===== src/rtl/top_level_pkg.sv =====
// Shared types and constants for the top_level 8x8 signed multiply sequencer.
package top_level_pkg;

  typedef enum logic [1:0] {
    IDLE = 2'd0,
    RUN  = 2'd1,
    DONE = 2'd2
  } state_e;

  // Sequencer program counter steps.
  localparam logic [7:0] LD_A      = 8'd0;
  localparam logic [7:0] LD_B      = 8'd1;
  localparam logic [7:0] MUL_FIRST = 8'd2;
  localparam logic [7:0] MUL_LAST  = 8'd9;
  localparam logic [7:0] ST_LO     = 8'd10;
  localparam logic [7:0] ST_HI     = 8'd11;

  // Data memory byte addresses.
  localparam logic [7:0] ADDR_A  = 8'd0;
  localparam logic [7:0] ADDR_B  = 8'd1;
  localparam logic [7:0] ADDR_LO = 8'd2;
  localparam logic [7:0] ADDR_HI = 8'd3;

endpackage


===== src/rtl/top_level_data_mem.sv =====
// Byte-addressed data memory: combinational read, synchronous write, no reset.
module data_mem #(
  parameter int unsigned AddrWidth = 8,
  parameter int unsigned DataWidth = 8
) (
  input  logic                 clk_i,
  input  logic [AddrWidth-1:0] addr_i,
  input  logic                 we_i,
  input  logic [DataWidth-1:0] wdata_i,
  output logic [DataWidth-1:0] rdata_o
);

  localparam int unsigned Depth = 1 << AddrWidth;

  logic [DataWidth-1:0] core_memory [Depth];

  always_ff @(posedge clk_i) begin
    if (we_i) begin
      core_memory[addr_i] <= wdata_i;
    end
  end

  assign rdata_o = core_memory[addr_i];

endmodule


===== src/rtl/top_level.sv =====
// Sequenced signed 8x8 multiplier over a 256x8 data memory; a falling edge on start runs it.
// Optional simulation trace of each result when TOP_LEVEL_TRACE_EN is defined.
module top_level
  import top_level_pkg::*;
#(
  parameter int unsigned PROG_LENGTH = 119
) (
  input  logic clk,
  input  logic reset,
  input  logic start,
  output logic done
);

  localparam logic [7:0] PcLast = 8'(PROG_LENGTH - 1);

  state_e      state_q, state_d;
  logic [7:0]  pc_q, pc_d;
  logic [7:0]  pc;
  logic        start_q;
  logic        start_fall;
  logic        run;

  logic [15:0] mcand_q, mcand_d;
  logic [7:0]  mplier_q, mplier_d;
  logic [15:0] acc_q, acc_d;

  logic [7:0]  mem_addr;
  logic        mem_we;
  logic [7:0]  mem_wdata;
  logic [7:0]  mem_rdata;

  assign pc         = pc_q;
  assign start_fall = start_q & ~start;
  assign run        = (state_q == RUN);

  // State register.
  always_ff @(posedge clk or negedge reset) begin
    if (!reset) begin
      state_q <= IDLE;
      pc_q    <= 8'd0;
      start_q <= 1'b1;
    end else begin
      state_q <= state_d;
      pc_q    <= pc_d;
      start_q <= start;
    end
  end

  // Next state; a start falling edge while running is deliberately not decoded.
  always_comb begin
    state_d = state_q;
    pc_d    = pc_q;
    unique case (state_q)
      IDLE: begin
        if (start_fall) begin
          state_d = RUN;
        end
      end
      RUN: begin
        pc_d = pc_q + 8'd1;
        // Enter DONE on the same edge pc reaches PROG_LENGTH.
        if (pc_q == PcLast) begin
          state_d = DONE;
        end
      end
      DONE: begin
        if (start_fall) begin
          state_d = RUN;
          pc_d    = 8'd0;
        end
      end
      default: begin
        state_d = IDLE;
        pc_d    = 8'd0;
      end
    endcase
  end

  // Outputs.
  always_comb begin
    done = (state_q == DONE);
  end

  // Datapath registers.
  always_ff @(posedge clk or negedge reset) begin
    if (!reset) begin
      mcand_q  <= 16'd0;
      mplier_q <= 8'd0;
      acc_q    <= 16'd0;
    end else begin
      mcand_q  <= mcand_d;
      mplier_q <= mplier_d;
      acc_q    <= acc_d;
    end
  end

  // Shift-add: multiplicand moves left, multiplier right; bit 7 carries weight -2^7.
  always_comb begin
    mcand_d  = mcand_q;
    mplier_d = mplier_q;
    acc_d    = acc_q;
    if (run) begin
      if (pc_q == LD_A) begin
        mcand_d = {{8{mem_rdata[7]}}, mem_rdata};
      end else if (pc_q == LD_B) begin
        mplier_d = mem_rdata;
        acc_d    = 16'd0;
      end else if (pc_q >= MUL_FIRST && pc_q <= MUL_LAST) begin
        if (mplier_q[0]) begin
          acc_d = (pc_q == MUL_LAST) ? (acc_q - mcand_q) : (acc_q + mcand_q);
        end
        mcand_d  = {mcand_q[14:0], 1'b0};
        mplier_d = {1'b0, mplier_q[7:1]};
      end
    end
  end

  // Memory port steering.
  always_comb begin
    mem_we    = 1'b0;
    mem_wdata = acc_q[7:0];
    mem_addr  = ADDR_A;
    if (pc_q == LD_B) begin
      mem_addr = ADDR_B;
    end else if (pc_q == ST_LO) begin
      mem_addr = ADDR_LO;
      mem_we   = run;
    end else if (pc_q == ST_HI) begin
      mem_addr  = ADDR_HI;
      mem_wdata = acc_q[15:8];
      mem_we    = run;
    end
  end

  data_mem #(
    .AddrWidth(8),
    .DataWidth(8)
  ) my_data_mem (
    .clk_i  (clk),
    .addr_i (mem_addr),
    .we_i   (mem_we),
    .wdata_i(mem_wdata),
    .rdata_o(mem_rdata)
  );

`ifdef TOP_LEVEL_TRACE_EN
  always @(posedge clk) begin
    if (state_q == RUN && state_d == DONE) begin
      $display("%0d * %0d = %0d",
               $signed(my_data_mem.core_memory[ADDR_A]),
               $signed(my_data_mem.core_memory[ADDR_B]),
               $signed({my_data_mem.core_memory[ADDR_HI], my_data_mem.core_memory[ADDR_LO]}));
    end
  end
`else
`endif

endmodule


===== config.mk =====
export PLATFORM = sky130hd
export DESIGN_NAME = top_level
export DESIGN_NICKNAME = d
export VERILOG_FILES = /design/src/rtl/top_level_pkg.sv /design/src/rtl/top_level_data_mem.sv /design/src/rtl/top_level.sv
export SDC_FILE = /design/constraint.sdc
export NUM_CORES = 1
export LEC_CHECK = 0
export ABC_AREA = 1
export CAP_MARGIN = 40
export CORE_AREA = 5 5 42 44
export CTS_CLUSTER_DIAMETER = 60
export DETAILED_ROUTE_END_ITERATION = 8
export DIE_AREA = 0 0 47 49
export GPL_ROUTABILITY_DRIVEN = 0
export SYNTH_ARGS = -nofsm -noshare
export SYNTH_HDL_FRONTEND = slang
export SYNTH_HIERARCHICAL = 1
export SYNTH_SLANG_ARGS = --single-unit

===== constraint.sdc =====
create_clock -name clk -period 1.5 [get_ports clk]
set_input_delay 0.15 -clock clk [delete_from_list [all_inputs] [get_ports clk]]
set_output_delay 0.15 -clock clk [all_outputs]
set_load 0.03 [all_outputs]

-- Word level (Yosys, flattened, before mapping)
Index checks and enable logic that the tools add are counted.
- magnitude comparators: 0
- multipliers: 0
- eq/ne operators: 6
- mux-type cells: 5
- reduce and logical (&&, ||, !) cells: 4
- bitwise operators: 3
- divide/modulo/power cells: 0
- shift operators: 0
- add/sub/neg operators: 1
- operator list (cell ; number):
    one-hot mux 8 bit (3 select lines) ; 1
    adder 8 x 1 -> 8 bit, second input constant ; 1
    == test 8 x 7 -> 1 bit, second input constant ; 1
    2-to-1 mux 8 bit ; 1
    inequality test 2 x 1 -> 1 bit, second input constant ; 3
    2-to-1 mux 2 bit ; 2
    one-hot mux 2 bit (2 select lines) ; 1
    AND reduction 2 bit ; 2
    == test 2 x 1 -> 1 bit, second input constant ; 1
    == test 2 bit, second input constant ; 1
    zero test 2 bit ; 1
    NOT 1 bit ; 2
    OR reduction 2 bit ; 1
    AND 1 bit ; 1
- output and inout port bits: 1
- memory bits (read-only): 0
- logic and storage cells: 22
- bits in writable memories: 0
- register bits: 11
- memories: 0
- latch bits: 0

-- Depth between registers and ports, before layout
Gate-level depths: netlist (run 1).
- depth after elaboration: 4
- gate-level depth with buffers: 7

-- Least setup slack after synthesis (run 1)
Ideal clock, no wire load.
- path type: register to register
- start point: register state_q[1]
- end point: register state_q[1]
- arrival time: 1.094 ns
- period minus slack after synthesis: 1.177 ns
- setup slack: 0.323 ns
- setup time: 0.083 ns
- cell stages (with the launch flop): 5
- cell sequence: dfrtp_1 -> inv_1 -> nor2_1 -> o21ai_0 -> o21ai_0
- word-level cells in the longest chain between the ends: 4
- elaborated cells on any way between the ends: 8
- classes of those cells: eq/ne: 4; mux: 1; reduce/logical: 3
- ends and longest elaborated chain (what ; RTL line ; source):
    start: declaration ; top_level.sv:16 ; state_e state_q, state_d;
    start signal: assignment ; top_level.sv:43 ; state_q <= state_d;
    == test 2 bit * ; n/a ;
    named net done ; top_level.sv:11 ; output logic done
    OR reduction 2 bit (no source line) * ; n/a ;
    inequality test 2 x 1 -> 1 bit (no source line) ; n/a ;
    AND reduction 2 bit (no source line) ; n/a ;
Mark *: on every way through the listed nets, which the timed path passes. The rest lies on a longest branch.
A chain may end at the register's enable or synchronous reset.

-- Final worst setup path (run 1)
- start point: register state_q[0]
- end point: output port done
- word-level cells in the longest chain between the ends: 1
- ends and longest elaborated chain (what ; RTL line ; source):
    == test 2 bit ; top_level.sv:81 ; done = (state_q == DONE);
    end: declaration ; top_level.sv:11 ;
No other way between the ends.

==> qor.yml, run 1 <==
portBuffers: 3
p_leak_nw: 0.364
cp.arrival_ps: 1210
row_count: 14
clk_path_buf_depth: 2
diodes: 0
overflow: 0
final_layout_size_suffix_gt1_frac: 0.135
antenna_found_initial: 0
ys.flop_type: "dfrtp_1"
reg2reg_depth: 7
post-route-period-util: 0.907
avgSynthCellArea_um2: 7.46
cp_max_fo: 2
routed_via_density: 4.87
rrSetupSlack_ps: 340
clock.fmax_mhz: 735
die_x_um: 47
htree_levels: 1
post-synth-top-area-cell: "dfrtp_1"
crit_path_start_kind: "flip-flop"
netlist_top_cells_count: "25 x nand2_1, 12 x inv_1, 10 x dfrtp_1"
drt-wirelength-per-cell_um: 11.2
cts_tree: "yes"
ys_ff_latch: 11
cp-end-kind: "primary output"
chipHeight_um: 49
crit_end: "done"
core-area_mm2: 0.00140
numCtsBuffers: 3
async_reset_ff_frac: 1.00
die_area_mm2: 0.00230
ys_top_cells_by_area: "dfrtp_1 42%, nand2_1 16%, o21ai_0 7.5%"
finalSetupViolCount: 0
slew_headroom: 0.675
timing.rr.start: "start_q$_DFF_PN1_"
root_buffer: "clkbuf_4"
worst_pin_slew_ps: 486
syn-num-nets: 85
grt_pass1_wl_mm: 2.06
synth_cell_type_count: 14
num_io_pins: 4
max_cap_viol_count: 0
vdd_ir_drop_max_mv: 0.717
syn_to_final_growth_pct: 15.1
critPathLaunch: "state_q[0]$_DFFE_PN0P_"
criticalPathCategory: "reg -> out"
seq_area_frac_synth: 0.463
clkSlewWorstSetupHoldPaths_ps: 70
rsz0062_at_grt: "false"
status: "finished, final reports clean"
cts.sinks: 11
synthesis.area_um2: 597
hp-class: "in -> async"
setup_tns_ps: 0
routed_wl_mm: 1.18
grt_usage: 0.133
critPathRequiredTime_ps: 1350
synth_edf_count: 0
synth_most_common_cell: "nand2_1"
insertion_delay_ps: 280
vias: 511
drtIter0Drc: 11
grt_pass1_vias: 478
drc: 0
drtAntennaViolNets: 0
total_power_w: 0.00107
dp_hpwl_um: 897
clock_skew_ps: 4.03
final_nets: 95
start_util: 0.426
synth_top_area_frac: 0.419
yosys_warnings: 6
synth_cells: 80
first_pass_iters: 4
powerDensity_mw_per_mm2: 1560
cts.hold.buffers_added: 0
final_max_slew_viol_count: 0
worst_r2r_endpoint: "pc[1]$_DFFE_PN0P_"
grt_max_degree: 12
period_minus_slack_ps: 1360
hold_viol: 0
==> how the worst min path moves through the flow <==
stage               slack, ps  cells past startpoint                end
finish                    200                      1  pc[4]$_DFFE_PN0P_
global route              230                      1  pc[4]$_DFFE_PN0P_
CTS                       220                      1  pc[4]$_DFFE_PN0P_
detailed placement        510                      2  pc[6]$_DFFE_PN0P_
global placement          490                      2  pc[6]$_DFFE_PN0P_
floorplan                -150                      0  pc[0]$_DFFE_PN0P_
==> area by class of cell <==
type | count | area [um^2]
Fill cell | 152 | 714
Timing Repair Buffer | 5 | 43.8
Tap cell | 16 | 20.0
Inverter | 13 | 48.8
Sequential cell | 11 | 277
Clock buffer | 4 | 26.3
Multi-Input combinational cell | 56 | 272
==> critical path, stage by stage (launching register included) <==
cell           delay (ps)
dfrtp_1               380
nor2_1                140
dlygate4sd2_1         420
==> placed cells by master, fill, tap and decap left out <==
master | synthesis | layout
buf_4 | 0 | 2
clkbuf_1 | 0 | 1
clkbuf_4 | 0 | 3
clkdlybuf4s50_1 | 0 | 2
dfrtp_1 | 10 | 10
dfstp_2 | 1 | 1
dlygate4sd2_1 | 0 | 1
ha_1 | 2 | 2
inv_1 | 12 | 12
inv_2 | 1 | 1
nand2_1 | 25 | 25
nand2_2 | 1 | 1
nand3_1 | 7 | 7
nand4_1 | 1 | 1
nor2_1 | 6 | 6
nor2_2 | 3 | 3
nor2_4 | 1 | 1
o21ai_0 | 9 | 9
o21bai_1 | 1 | 1
==> repair_timing <==
item	in CTS	in global routing
gates resized for setup	1	0
endpoints found under the hold margin	0	0
buffers inserted	0	0
endpoints found under the setup margin	1	0
==> kinds of logic (layout without fill, tap and decap cells) <==
| family | after synthesis | count (layout) | share of synthesized area |
|---|---|---|---|
| buf+inv | 13 | 22 | 0.0817 |
| flops | 11 | 11 | 0.463 |
| compound gates | 10 | 10 | 0.0880 |
| fa+ha+maj | 2 | 2 | 0.0419 |
| simple gates | 44 | 44 | 0.325 |
==> layer usage <==
metal / wire [um] / GRT usage / vias to the layer above
met5: 0 / 0 / -
li1: - / - / 270
met2: 469 / 0.152 / 9
met1: 601 / 0.175 / 227
met3: 50 / 0.0480 / 5
met4: 58 / 0.138 / 0
==> power by group <==
group	switching [W]	total (W)	internal, W
Combinational	0.000223	0.000358	0.000134
Clock	0.000106	0.000210	0.000103
Sequential	0.000104	0.000502	0.000398
==> flip-flops by register name, summed over array words and instances (netlist names) <==
signal / cells
pc: 8
start_q: 1
state_q: 2
==> metrics by stage <==
| stage | instance area [um^2] | std cells | util | worst slack, ps | hold WS, ps |
|---|---|---|---|---|---|
| 3_5_place_dp | 662 | 101 | 0.472 | 143 | 510 |
| 5_1_grt | 687 | 105 | 0.490 | 63.5 | 228 |
| 3_3_place_gp | 662 | 101 | 0.472 | 200 | 493 |
| 4_1_cts | 687 | 105 | 0.490 | 108 | 215 |
| 2_1_floorplan | 597 | 80 | - | 323 | -146 |
| 6_report | 687 | 105 | 0.490 | 139 | 199 |
(Power assumes the default switching activity.)
==> run 2: changes to the inputs <==
--- a/config.mk
+++ b/config.mk
@@ -11,7 +11,6 @@
 export CTS_CLUSTER_DIAMETER = 60
 export DETAILED_ROUTE_END_ITERATION = 8
 export DIE_AREA = 0 0 47 49
-export GPL_ROUTABILITY_DRIVEN = 0
 export SYNTH_ARGS = -nofsm -noshare
 export SYNTH_HDL_FRONTEND = slang
 export SYNTH_HIERARCHICAL = 1
==> results of run 2 <==
The final DEF is identical to that of run 1; final timing and power are the same.
==> run 3: changes to the inputs <==
--- a/config.mk
+++ b/config.mk
@@ -7,10 +7,10 @@
 export LEC_CHECK = 0
 export ABC_AREA = 1
 export CAP_MARGIN = 40
-export CORE_AREA = 5 5 42 44
+export CORE_AREA = 2 2 39 41
 export CTS_CLUSTER_DIAMETER = 60
 export DETAILED_ROUTE_END_ITERATION = 8
-export DIE_AREA = 0 0 47 49
+export DIE_AREA = 0 0 41 43
 export SYNTH_ARGS = -nofsm -noshare
 export SYNTH_HDL_FRONTEND = slang
 export SYNTH_HIERARCHICAL = 1
==> run 3 against run 2 <==
  * Sequential power fell by 0.8%
  * Maximum frequency fell by 1.1%
  * Cell area fell by 1.1%
  * Die area fell by 23%
  * Setup slack got worse by 15 ps
  * Critical endpoint unchanged
  * Highest routed layer unchanged
==> qor.yml, run 3 (synthesis results as in run 1) <==
finalSetupViolCount: 0
seq_area_um2: 277
criticalPathCategory: "reg -> out"
die_area_mm2: 0.00176
grt_pass1_wl_mm: 1.89
htree_levels: 1
rsz0062_at_grt: "false"
start_util: 0.431
multi_input_area_um2: 272
clock.fmax_mhz: 727
reg2reg_depth: 7
max_cap_viol_count: 0
drtIter0Drc: 17
routed_wl_mm: 1.17
vias: 520
worst_r2r_endpoint: "pc[1]$_DFFE_PN0P_"
first_pass_iters: 4
overflow: 0
cp.arrival_ps: 1230
grt_usage: 0.164
cts_tree: "yes"
hp-class: "in -> async"
final_nets: 94
grt_pass1_vias: 458
crit_path_start_kind: "flip-flop"
insertion_delay_ps: 270
worst_pin_slew_ps: 505
num_io_pins: 4
mostFrequentLayoutCells: "25 x nand2_1, 12 x inv_1, 10 x dfrtp_1, 9 x o21ai_0, 7 x nand3_1"
numCtsBuffers: 3
diodes: 0
slew_headroom: 0.662
final_max_slew_viol_count: 0
clkSlewWorstSetupHoldPaths_ps: 70
syn_to_final_growth_pct: 13.8
timing.rr.start: "start_q$_DFF_PN1_"
vdd_ir_drop_max_mv: 0.850
final_common_cell: "nand2_1"
die_x_um: 41
cts.sinks: 11
core-area_mm2: 0.00138
drc: 0
status: "finished, final reports clean"
chipHeight_um: 43
cp-end-kind: "primary output"
gp_congestion: 0.860
period_minus_slack_ps: 1380
rrSetupSlack_ps: 310
critPathRequiredTime_ps: 1350
clock_skew_ps: 2.35
routed_via_density: 5.00
powerDensity_mw_per_mm2: 1580
portBuffers: 3
antenna_found_initial: 0
final_util: 0.491
crit_end: "done"
final_layout_size_suffix_gt1_frac: 0.125
cp_max_fo: 3
critPathLaunch: "state_q[1]$_DFFE_PN0P_"
dp_hpwl_um: 875
row_count: 14
hold_viol: 0
setup_tns_ps: 0
nFillCells: 127
largest_reg_flops: 8
grt_max_degree: 12
root_buffer: "clkbuf_4"
drtAntennaViolNets: 0
p_leak_nw: 0.358
clk_path_buf_depth: 2
post-route-period-util: 0.917
drt-wirelength-per-cell_um: 11.3
-- run 3: cell count changes in the layout (fill, tap and decap cells not counted) --
cell | before | now
buf_4 | 2 | 1
-- run 3: layout make-up --
class | count | share of cell area
multi-input cells | 56 | 0.400
inverters | 13 | 0.0718
clock buffers | 4 | 0.0387
well taps | 16 | 0.0295
repair buffers | 4 | 0.0534
flip-flops and latches | 11 | 0.407
-- run 3: critical path, cell delays in order (launching register included) --
cell and delay [ps]:
dfrtp_1 410, inv_1 50, nor2_1 90, dlygate4sd2_1 400
-- run 3: worst min-delay path by stage --
stage | end | slack (ps) | cells after the start
3_5_place_dp | pc[6]$_DFFE_PN0P_ | 490 | 2
3_3_place_gp | pc[6]$_DFFE_PN0P_ | 500 | 2
2_1_floorplan | pc[0]$_DFFE_PN0P_ | -150 | 0
4_1_cts | state_q[1]$_DFFE_PN0P_ | 230 | 1
6_report | pc[4]$_DFFE_PN0P_ | 210 | 1
5_1_grt | state_q[0]$_DFFE_PN0P_ | 270 | 1
-- run 3: power breakdown --
part,total (W),internal [W],switching [W]
clock,0.000209,0.000103,0.000106
sequential,0.000498,0.000398,0.000101
combinational,0.000363,0.000134,0.000229
-- run 3: layer usage --
metal  up-vias  GRT usage  share of wire
li1        265          -              -
met1       237      0.203           0.47
met2        13      0.241           0.45
met3         5     0.0314          0.038
met4         0      0.120          0.032
met5         -          0              0
-- run 3: repair_timing --
action	in CTS	in global routing
hold buffers	0	0
endpoints found under the setup margin	1	0
endpoints found under the hold margin	0	0
gates resized for setup	1	0
setup buffers	0	0
-- run 3: per-stage QoR --
| step | setup WS [ps] | instance area, um^2 | power [W] | cells | hold slack, ps |
|---|---|---|---|---|---|
| final | 124 | 679 | 0.00107 | 104 | 211 |
| after global routing | 52.5 | 679 | 0.00117 | 104 | 266 |
| after CTS | 118 | 679 | 0.00108 | 104 | 233 |
| after detailed placement | 138 | 654 | 0.000868 | 100 | 494 |
| after global placement | 150 | 654 | 0.000859 | 100 | 496 |
| after floorplan | 323 | 597 | 0.000761 | 80 | -146 |
